File: src/rtl/deint_pkg.sv
// Shared types and sizing helpers for the block deinterleaver.
package deint_pkg;

   localparam int ROWS_DEF = 4;
   localparam int COLS_DEF = 4;

   typedef enum logic [1:0] {
      IDLE = 2'd0,
      FILL = 2'd1,
      RUN  = 2'd2
   } state_e;

   // Width of an index that can address 0..n-1; never narrower than one bit.
   function automatic int idx_width(input int n);
      return (n > 2) ? $clog2(n) : 1;
   endfunction

endpackage

File: src/rtl/deint_addr_gen.sv
// Symbol index counter with ping-pong bank select. Produces the scatter
// write position that undoes the interleaver and the sequential read position.
module deint_addr_gen
   import deint_pkg::*;
#(
   parameter int ROWS = ROWS_DEF,
   parameter int COLS = COLS_DEF,
   localparam int N  = ROWS * COLS,
   localparam int IW = idx_width(N)
) (
   input  logic          clk,
   input  logic          rst,
   input  logic          adv_i,
   input  logic          restart_i,
   output logic [IW-1:0] k_o,
   output logic [IW-1:0] idx_o,
   output logic [IW-1:0] wpos_o,
   output logic [IW-1:0] rpos_o,
   output logic          bank_o,
   output logic          wrap_o
);

   logic [IW-1:0] k_q, k_d;
   logic          bank_q, bank_d;

   // Effective index of the current symbol, its positions and the next count.
   // A restart forces this symbol to index 0 of a fresh block.
   always_comb begin
      idx_o  = restart_i ? '0 : k_q;
      wrap_o = (idx_o == IW'(N - 1));
      wpos_o = IW'((int'(idx_o) % ROWS) * COLS + int'(idx_o) / ROWS);
      rpos_o = idx_o;
      k_d    = k_q;
      bank_d = bank_q;
      if (adv_i) begin
         k_d = wrap_o ? '0 : idx_o + IW'(1);
         if (wrap_o) begin
            bank_d = ~bank_q;
         end
      end
   end

   // Counter and bank-select registers.
   always_ff @(posedge clk) begin
      if (!rst) begin
         k_q    <= '0;
         bank_q <= 1'b0;
      end else begin
         k_q    <= k_d;
         bank_q <= bank_d;
      end
   end

   assign k_o    = k_q;
   assign bank_o = bank_q;

endmodule

File: src/rtl/deinterleaver.sv
// Block deinterleaver paired with an R x C row-in/column-out interleaver.
// Two N-bit banks ping-pong: one is scatter-written while the other is read out.
//
// state | meaning
// ------+-----------------------------------------------------------------
// IDLE  | unlocked; waiting for valid_i with sync_i to start block index 0
// FILL  | first block after lock/resync being written; nothing emitted
// RUN   | each accepted symbol writes one bank and emits one bit from the other
module deinterleaver
   import deint_pkg::*;
#(
   parameter int ROWS = ROWS_DEF,
   parameter int COLS = COLS_DEF
) (
   input  logic clk,
   input  logic rst,
   input  logic data_i,
   input  logic valid_i,
   input  logic sync_i,
   output logic data_o,
   output logic valid_o,
   output logic sync_o,
   output logic sync_err_o
);

   localparam int N  = ROWS * COLS;
   localparam int IW = idx_width(N);

   state_e           state_q, state_d;
   logic [1:0][N-1:0] bank_q, bank_d;
   logic             data_q, data_d;
   logic             valid_q, valid_d;
   logic             sync_q, sync_d;
   logic             err_q, err_d;

   logic             acc;
   logic             misplaced;
   logic             restart;
   logic             emit;
   logic [IW-1:0]    k_cur;
   logic [IW-1:0]    idx;
   logic [IW-1:0]    wpos;
   logic [IW-1:0]    rpos;
   logic             wbank;
   logic             wrap;

   // Accept/resync qualification; a sync away from index 0 restarts the block.
   always_comb begin
      misplaced = valid_i && sync_i && (state_q != IDLE) && (k_cur != '0);
      acc       = valid_i && ((state_q != IDLE) || sync_i);
      restart   = (state_q == IDLE) || misplaced;
   end

   deint_addr_gen #(
      .ROWS(ROWS),
      .COLS(COLS)
   ) u_addr_gen (
      .clk       (clk),
      .rst       (rst),
      .adv_i     (acc),
      .restart_i (restart),
      .k_o       (k_cur),
      .idx_o     (idx),
      .wpos_o    (wpos),
      .rpos_o    (rpos),
      .bank_o    (wbank),
      .wrap_o    (wrap)
   );

   // Next state, bank write and output bit selection.
   always_comb begin
      state_d = state_q;
      bank_d  = bank_q;
      data_d  = data_q;
      valid_d = 1'b0;
      sync_d  = 1'b0;
      err_d   = misplaced;
      emit    = acc && (state_q == RUN) && !misplaced;

      if (acc) begin
         bank_d[wbank][wpos] = data_i;
      end

      if (emit) begin
         valid_d = 1'b1;
         sync_d  = (idx == '0);
         data_d  = bank_q[~wbank][rpos];
      end

      case (state_q)
         IDLE: begin
            if (acc) begin
               state_d = wrap ? RUN : FILL;
            end
         end
         FILL: begin
            if (acc && wrap) begin
               state_d = RUN;
            end
         end
         RUN: begin
            if (misplaced) begin
               state_d = FILL;
            end
         end
         default: state_d = IDLE;
      endcase
   end

   // FSM, bank storage and registered outputs.
   always_ff @(posedge clk) begin
      if (!rst) begin
         state_q <= IDLE;
         bank_q  <= '0;
         data_q  <= 1'b0;
         valid_q <= 1'b0;
         sync_q  <= 1'b0;
         err_q   <= 1'b0;
      end else begin
         state_q <= state_d;
         bank_q  <= bank_d;
         data_q  <= data_d;
         valid_q <= valid_d;
         sync_q  <= sync_d;
         err_q   <= err_d;
      end
   end

   assign data_o     = data_q;
   assign valid_o    = valid_q;
   assign sync_o     = sync_q;
   assign sync_err_o = err_q;

endmodule

File: config.mk
export PLATFORM = sky130hd
export DESIGN_NAME = deinterleaver
export DESIGN_NICKNAME = d
export VERILOG_FILES = /design/src/rtl/deint_pkg.sv /design/src/rtl/deint_addr_gen.sv /design/src/rtl/deinterleaver.sv
export SDC_FILE = /design/constraint.sdc
export NUM_CORES = 1
export LEC_CHECK = 0
export BUFFER_PORTS_ARGS = -buffer_cell sky130_fd_sc_hd__buf_4
export CAP_MARGIN = 20
export CORE_ASPECT_RATIO = 0.7
export CORE_MARGIN = 1
export CORE_UTILIZATION = 42
export CTS_CLUSTER_SIZE = 16
export DETAILED_ROUTE_END_ITERATION = 16
export HOLD_SLACK_MARGIN = 0.08
export PLACE_DENSITY_LB_ADDON = 0.05
export SETUP_SLACK_MARGIN = 0.15
export SYNTH_ARGS = -nofsm -noshare
export SYNTH_HDL_FRONTEND = slang
export SYNTH_SLANG_ARGS = --single-unit
File: constraint.sdc
create_clock -name clk -period 2.2 [get_ports clk]
set_input_delay 0.22 -clock clk [delete_from_list [all_inputs] [get_ports clk]]
set_output_delay 0.22 -clock clk [all_outputs]
set_load 0.05 [all_outputs]
Word level (Yosys, flattened, before mapping)
Cells that the tools add are included.

operators by class
  add/sub/neg operators = 2
  $lt $le $gt $ge = 6
  eq/ne operators = 6
  mux-type cells = 17
  bitwise operators = 1
  reduce and logical (&&, ||, !) cells = 19

operators with widths
  operator                                                    count
  2-to-1 mux 16 bit                                           3
  bitwise mux 32 bit                                          1
  demux 16 bit (select 1 bit)                                 1
  less-than comparator 4 x 5 -> 1 bit, second input constant  2
  logical AND 1 bit                                           9
  2-to-1 mux 2 bit                                            4
  2-to-1 mux 4 bit                                            2
  != test 2 bit, second input constant                        3
  one-hot mux 2 bit (3 select lines)                          1
  adder 4 x 1 -> 4 bit, second input constant                 1
  adder 4 x 2 -> 4 bit                                        1
  binary-select mux 1 bit (select 4 bit)                      1
  demux 1 bit (select 4 bit)                                  1
  equality test 4 bit, second input constant                  1
  >= comparator 4 x 1 -> 1 bit, second input constant         1
  zero test 4 bit                                             1
  less-than comparator 1 x 2 -> 1 bit, second input constant  2
  AND reduction 2 bit                                         2
  nonzero test 4 bit                                          1
  2-to-1 mux 1 bit                                            3
  AND reduction 3 bit                                         1
  equality test 2 x 1 -> 1 bit, second input constant         1
  equality test 2 bit, second input constant                  1
  zero test 2 bit                                             1
  5 further kinds                                             6

storage, ports and cells
  flip-flop bits (word level) = 43
  output and inout port bits = 4
  word-level logic and storage cells = 60

Longest topological paths before layout
  word-level depth = 13
  depth in mapped cells = 11
  gate-level depth less buffers = 8

By module
A second synthesis with hierarchy kept.

unflattened totals
  cells, all modules = 278
  area total of the unflattened synthesis = 2361.0 µm²

by module, submodules not included
  module          instances  cells an instance  area each (µm²)
  deinterleaver   1          239                2033.2
  deint_addr_gen  1          39                 327.8

Least setup slack after synthesis
OpenSTA, ideal clock, no wires.

  path kind = reg-to-reg
  start point = register state_q[1]
  end point = register u_addr_gen.k_q[3], in the netlist u_addr_gen.k_o[3]
  setup time = 0.132 ns
  arrival time = 1.801 ns
  slack = 0.267 ns
  stages on the path, launching flop included = 12
  buffers on the path = 3
  cells stage by stage = dfxtp_1 > buf_4 > a2bb2oi_2 > buf_2 > nand2_1 > inv_1 > ha_1 > clkbuf_1 > a21o_1 > a21boi_0 > o211ai_1 > a21oi_1

on the way
  longest elaborated chain between the ends = 7

RTL lines
  item                                                         RTL line                                    text
  start, declared                                              deinterleaver.sv:29                         state_e state_q, state_d;
  start signal, assigned                                       deinterleaver.sv:120                        state_q <= state_d;
  nonzero test 2 bit                                           deinterleaver.sv:49, deinterleaver.sv:50
  logical AND 1 bit (2 in series)                              deinterleaver.sv:49                         misplaced = valid_i && sync_i && (state_q != IDLE) && (k_cur != '0);
  logical OR 1 bit                                             deinterleaver.sv:51                         restart = (state_q == IDLE) || misplaced;
  2-to-1 mux 4 bit                                             deint_addr_gen.sv:29                        idx_o = restart_i ? '0 : k_q;
  adder 4 x 1 -> 4 bit or equality test 4 bit (tied branches)  deint_addr_gen.sv:36, deint_addr_gen.sv:30
  2-to-1 mux 4 bit                                             deint_addr_gen.sv:36                        k_d = wrap_o ? '0 : idx_o + IW'(1);
  end signal, assigned                                         deint_addr_gen.sv:49                        k_q <= k_d;
  end, declared                                                deint_addr_gen.sv:23                        logic [IW-1:0] k_q, k_d;

Several ways; a longest one is shown, not always the timed one.
A chain may end at the register's enable or synchronous reset.

Final worst setup path
  start point = register state_q[0]
  end point = register bank_q[15] in the netlist's numbering

on the way
  longest elaborated chain between the ends = 13

RTL lines
  item                                                                                                       RTL line                                  text
  nonzero test 2 bit                                                                                         deinterleaver.sv:49, deinterleaver.sv:50
  logical AND 1 bit (2 in series)                                                                            deinterleaver.sv:49
  logical OR 1 bit                                                                                           deinterleaver.sv:51
  2-to-1 mux 4 bit                                                                                           deint_addr_gen.sv:29
  adder 4 x 2 -> 4 bit                                                                                       deint_addr_gen.sv:31                      wpos_o = IW'((int'(idx_o) % ROWS) * COLS + int'(idx_o) / ROWS);
  less-than comparator 4 x 5 -> 1 bit (implied by the code) or >= comparator 4 x 1 -> 1 bit (tied branches)  deinterleaver.sv:81                       bank_d[wbank][wpos] = data_i;
  logical AND 1 bit (implied by the code)                                                                    deinterleaver.sv:81
  2-to-1 mux 1 bit (implied by the code)                                                                     deinterleaver.sv:81
  demux 1 bit (select 4 bit)                                                                                 deinterleaver.sv:81
  2-to-1 mux 16 bit (implied by the code)                                                                    deinterleaver.sv:81
  demux 16 bit (select 1 bit)                                                                                deinterleaver.sv:81
  bitwise mux 32 bit                                                                                         deinterleaver.sv:81
  end signal, assigned                                                                                       deinterleaver.sv:121                      bank_q <= bank_d;
  end, declared                                                                                              deinterleaver.sv:30                       logic [1:0][N-1:0] bank_q, bank_d;

Several ways; a longest one is shown, not always the timed one.

==> parameters.txt <==
Parameter                              Value

Status
  Outcome ... finished clean

Power
  Clock network power share ... 38.6%
  Static leakage ... 1.06 nW
  Share of total power consumed by net switching ... about 25%
  IR Drop Worst-Case VDD ... ~240 uV
  Design internal power ... approximately 1.1 mW
  Sequential Power Share ... a little over half
  Switching component of the power ... 0.367 mW
  Power per standard cell area ... ~560 nW/um^2
  Share of total power in combinational logic ... slightly above 8%

Floorplan
  I/O Pins ... 9
  Core region area ... about 5400 um^2
  Total number of placement rows ... 22
  Die H ... 65.4 um
  Effective utilization at floorplan ... 44.9%
  Horizontal extent of the die ... around 90 um
  Die Outline Area ... 6050 um^2

Logic synthesis
  Mean instance size in the synthesized netlist ... roughly 9.2 um^2
  Yosys warns ... 0
  Post-synthesis sequential area ratio ... between 30% and 40%
  Synth unique cells ... 55
  Share of synthesized flip-flops with an asynchronous set or reset ... 0%
  Synthesized netlist net count ... roughly 270
  Synth Flop Type ... sky130_fd_sc_hd__dfxtp_1
  Synthesized instance count ... between 200 and 300
  Netlist area before placement ... 2410 um^2
  Number of enable flip-flop cells after synthesis ... 0
  Number of synthesized register bits ... 43

CTS
  Number of levels in the clock H-tree ... 2
  CTS tree ... built
  Number of buffers on the longest clock path ... 2
  Number of sinks on the clock net ... 43
  Number of hold buffers added after cts ... 0
  Clock Tree Root ... sky130_fd_sc_hd__clkbuf_8
  Total clock buffers created by CTS ... 5
  Clock-pin slew on the worst setup and hold paths ... roughly 0.09 ns
  Worst-skew pair later-pin latency ... roughly 0.30 ns

Detailed routing
  Detailed Route Iter0 Violations ... 85
  Routed len/inst ... between 15 and 20 um
  Number of search-and-repair iterations in the first detailed-routing pass ... 4
  Vias per Instance ... about 6
  Detailed-route via count ... approximately 2.0k
  # DRC ... 0
  DRT antenna net count ... 0
  Final Routed Wirelength ... 6210 um

GRT
  Global-route wire length before repair ... 10,300 um
  Gr ovfl total ... 0
  Gr usage total ... 22.5%
  Initial antenna violation count ... 0
  Largest net degree at the start of global routing ... 33
  Via count of the first global-routing pass ... 1,880

STA
  Number of pins with negative max-slew slack in the final report ... 0
  Worst-Margin Slew ... around 0.63 ns
  Final-layout setup total negative slack ... 0 ns
  Unrepaired setup endpoints after global routing ... false
  Crit path time final ... approximately 1.9 ns
  Clock tree skew after final layout ... 0.00792 ns
  Setup Viol. Count Final ... 0
  Final hold violation count ... 0
  Highest achievable clock rate ... 524 MHz
  Final period util ... 86.8%
  Worst hold-check slack ... ~0.18 ns
  Worst slew slack as a fraction of its limit ... 57.5%

Critical path
  Worst Path Required ... roughly 2.4 ns
  Worst setup SP type ... flop
  Worst setup path category ... flop to flop
  Largest stage delay, worst path ... just over 0.4 ns
  Startpoint of the worst-slack reg-to-reg timing path ... state_q[0]
  Critical path data arrival time ... approximately 2.1 ns
  Worst R2R Setup Slack ... just under 0.3 ns
  R2r endpoint ... bank_q[15]
  Maximum fanout along the worst path ... 5
  List of cells traversed by the critical path ... a2bb2oi_2, and2_1, ha_1, inv_1, nor4_4, nand3_1, a21oi_1
  CP Capture Type ... flop
  R2r worst-path depth ... 7
  Slowest-stage cell, CP ... sky130_fd_sc_hd__nor4_4

Min path
  Worst hold path depth ... 2
  Min-delay src ... rst
  Worst hold endpoint ... valid_o
  Worst hold-check path type ... input port to flop

Layout
  Layout area overhead ... 9.66%
  Share of layout cells above drive strength 1 ... a little under a fifth
  Antenna fix cells ... 0
  Most used cells in the layout excluding fill and tap cells ... 43 x sky130_fd_sc_hd__dfxtp_1, 25 x sky130_fd_sc_hd__nor2_1, 24 x sky130_fd_sc_hd__buf_4, 22 x sky130_fd_sc_hd__mux2i_1, 16 x sky130_fd_sc_hd__nand4_1
  NumNets Final ... between 200 and 300
  Leading cell type in the layout, fill and taps excluded ... sky130_fd_sc_hd__dfxtp_1

Placed design
  Routability-driven placement congestion ratio ... 0.803
  Dpl hpwl ... about 4200 um
  Quantity of I/O buffers inserted on ports ... 8

Run
  Max-cap violations ... 0
==> critical path: cells and delay by family (launching register included) <==
kind / cells / cell delay [ns]
fa+ha+maj: 1 / 0.21
buf+inv: 1 / 0.11
compound gates: 2 / 0.35
flops: 1 / 0.37
simple gates: 3 / 0.80
==> flip-flops by register name, summed over array words and instances (netlist names) <==
register and flops:
bank_q 32, data_o 1, state_q 2, sync_err_o 1, sync_o 1, u_addr_gen.bank_o 1
u_addr_gen.k_o 4, valid_o 1
==> power by group through the flow <==
stage / Combinational, mW / Clock [mW] / Sequential [mW]
after floorplan: 0.0887 / 0 / 0.802
after global placement: 0.119 / 0 / 0.803
after detailed placement: 0.117 / 0 / 0.803
after CTS: 0.117 / 0.582 / 0.784
after global routing: 0.131 / 0.636 / 0.785
final: 0.121 / 0.570 / 0.785
==> metrics by stage <==
| step | setup WS [ns] | instance area, um^2 | std cells | power, mW | util [%] |
|---|---|---|---|---|---|
| 2_1_floorplan | 0.267 | 2410 | 262 | 0.891 | - |
| 3_3_place_gp | 0.323 | 2520 | 329 | 0.921 | 46.9 |
| 3_5_place_dp | 0.272 | 2520 | 329 | 0.920 | 46.9 |
| 4_1_cts | 0.260 | 2620 | 337 | 1.48 | 48.8 |
| 5_1_grt | 0.175 | 2640 | 337 | 1.55 | 49.2 |
| 6_report | 0.291 | 2640 | 337 | 1.48 | 49.2 |
==> metal layers <==
metal,global-route usage (%),vias up,routed length [um]
met1,34.7,946,3170
li1,-,966,-
met4,4.49,0,42
met3,4.28,6,433
met2,32.0,57,2560
met5,0,-,0
==> area by class of cell <==
type | count | area, um^2
Tap cell | 72 | 90.1
Clock buffer | 7 | 96.3
Inverter | 12 | 45.0
Sequential cell | 43 | 861
Timing Repair Buffer | 24 | 180
Fill cell | 535 | 2730
Multi-Input combinational cell | 178 | 1360
Clock inverter | 1 | 7.51
==> what timing repair did <==
item | CTS | global route
gates resized for setup | 0 | 2
endpoints found under the hold margin | 0 | 0
endpoints found under the setup margin | 0 | 3
buffers inserted | 0 | 0
==> cell usage after synthesis (all sizes together) (2+ instances only) <==
| library cell | instances | area [um^2] |
|---|---|---|
| mux2i | 22 | 220 |
| o2111ai | 4 | 35.0 |
| nor2 | 26 | 100 |
| a21oi | 15 | 75.1 |
| nand4 | 16 | 100 |
| a2111oi | 2 | 17.5 |
| nand3 | 13 | 65.1 |
| mux4 | 6 | 143 |
| mux2 | 2 | 22.5 |
| buf | 17 | 118 |
| a21o | 3 | 22.5 |
| clkbuf | 12 | 45.0 |
| a2bb2oi | 2 | 23.8 |
| a21boi | 2 | 15.0 |
| inv | 11 | 41.3 |
| o21ai | 16 | 80.1 |
| o211ai | 5 | 47.5 |
| a31oi | 2 | 12.5 |
| a211oi | 3 | 22.5 |
| dfxtp | 43 | 861 |
| nor4 | 4 | 52.6 |
| ha | 4 | 50.1 |
| and2 | 3 | 18.8 |
| o2111a | 2 | 22.5 |
| nand2 | 8 | 30.0 |
==> worst max path at each step <==
stage / start / to / slack [ns] / depth (start not counted)
after CTS: state_q[0] / bank_q[15] / 0.26 / 7
after detailed placement: valid_i / bank_q[15] / 0.27 / 8
after global placement: state_q[0] / data_o / 0.32 / 5
after floorplan: state_q[1] / u_addr_gen.k_o[3] / 0.27 / 11
after global routing: state_q[0] / bank_q[4] / 0.18 / 6
final: state_q[0] / bank_q[15] / 0.29 / 7
==> cell families after synthesis <==
logic type	after synthesis	share of synthesized area, %
compound gates	65	19.7
xor+xnor	1	0.364
fa+ha+maj	4	2.08
buf+inv	41	8.62
flops	43	35.7
mux	30	16.0
simple gates	78	17.5
Power figures use the tool's default switching activity.
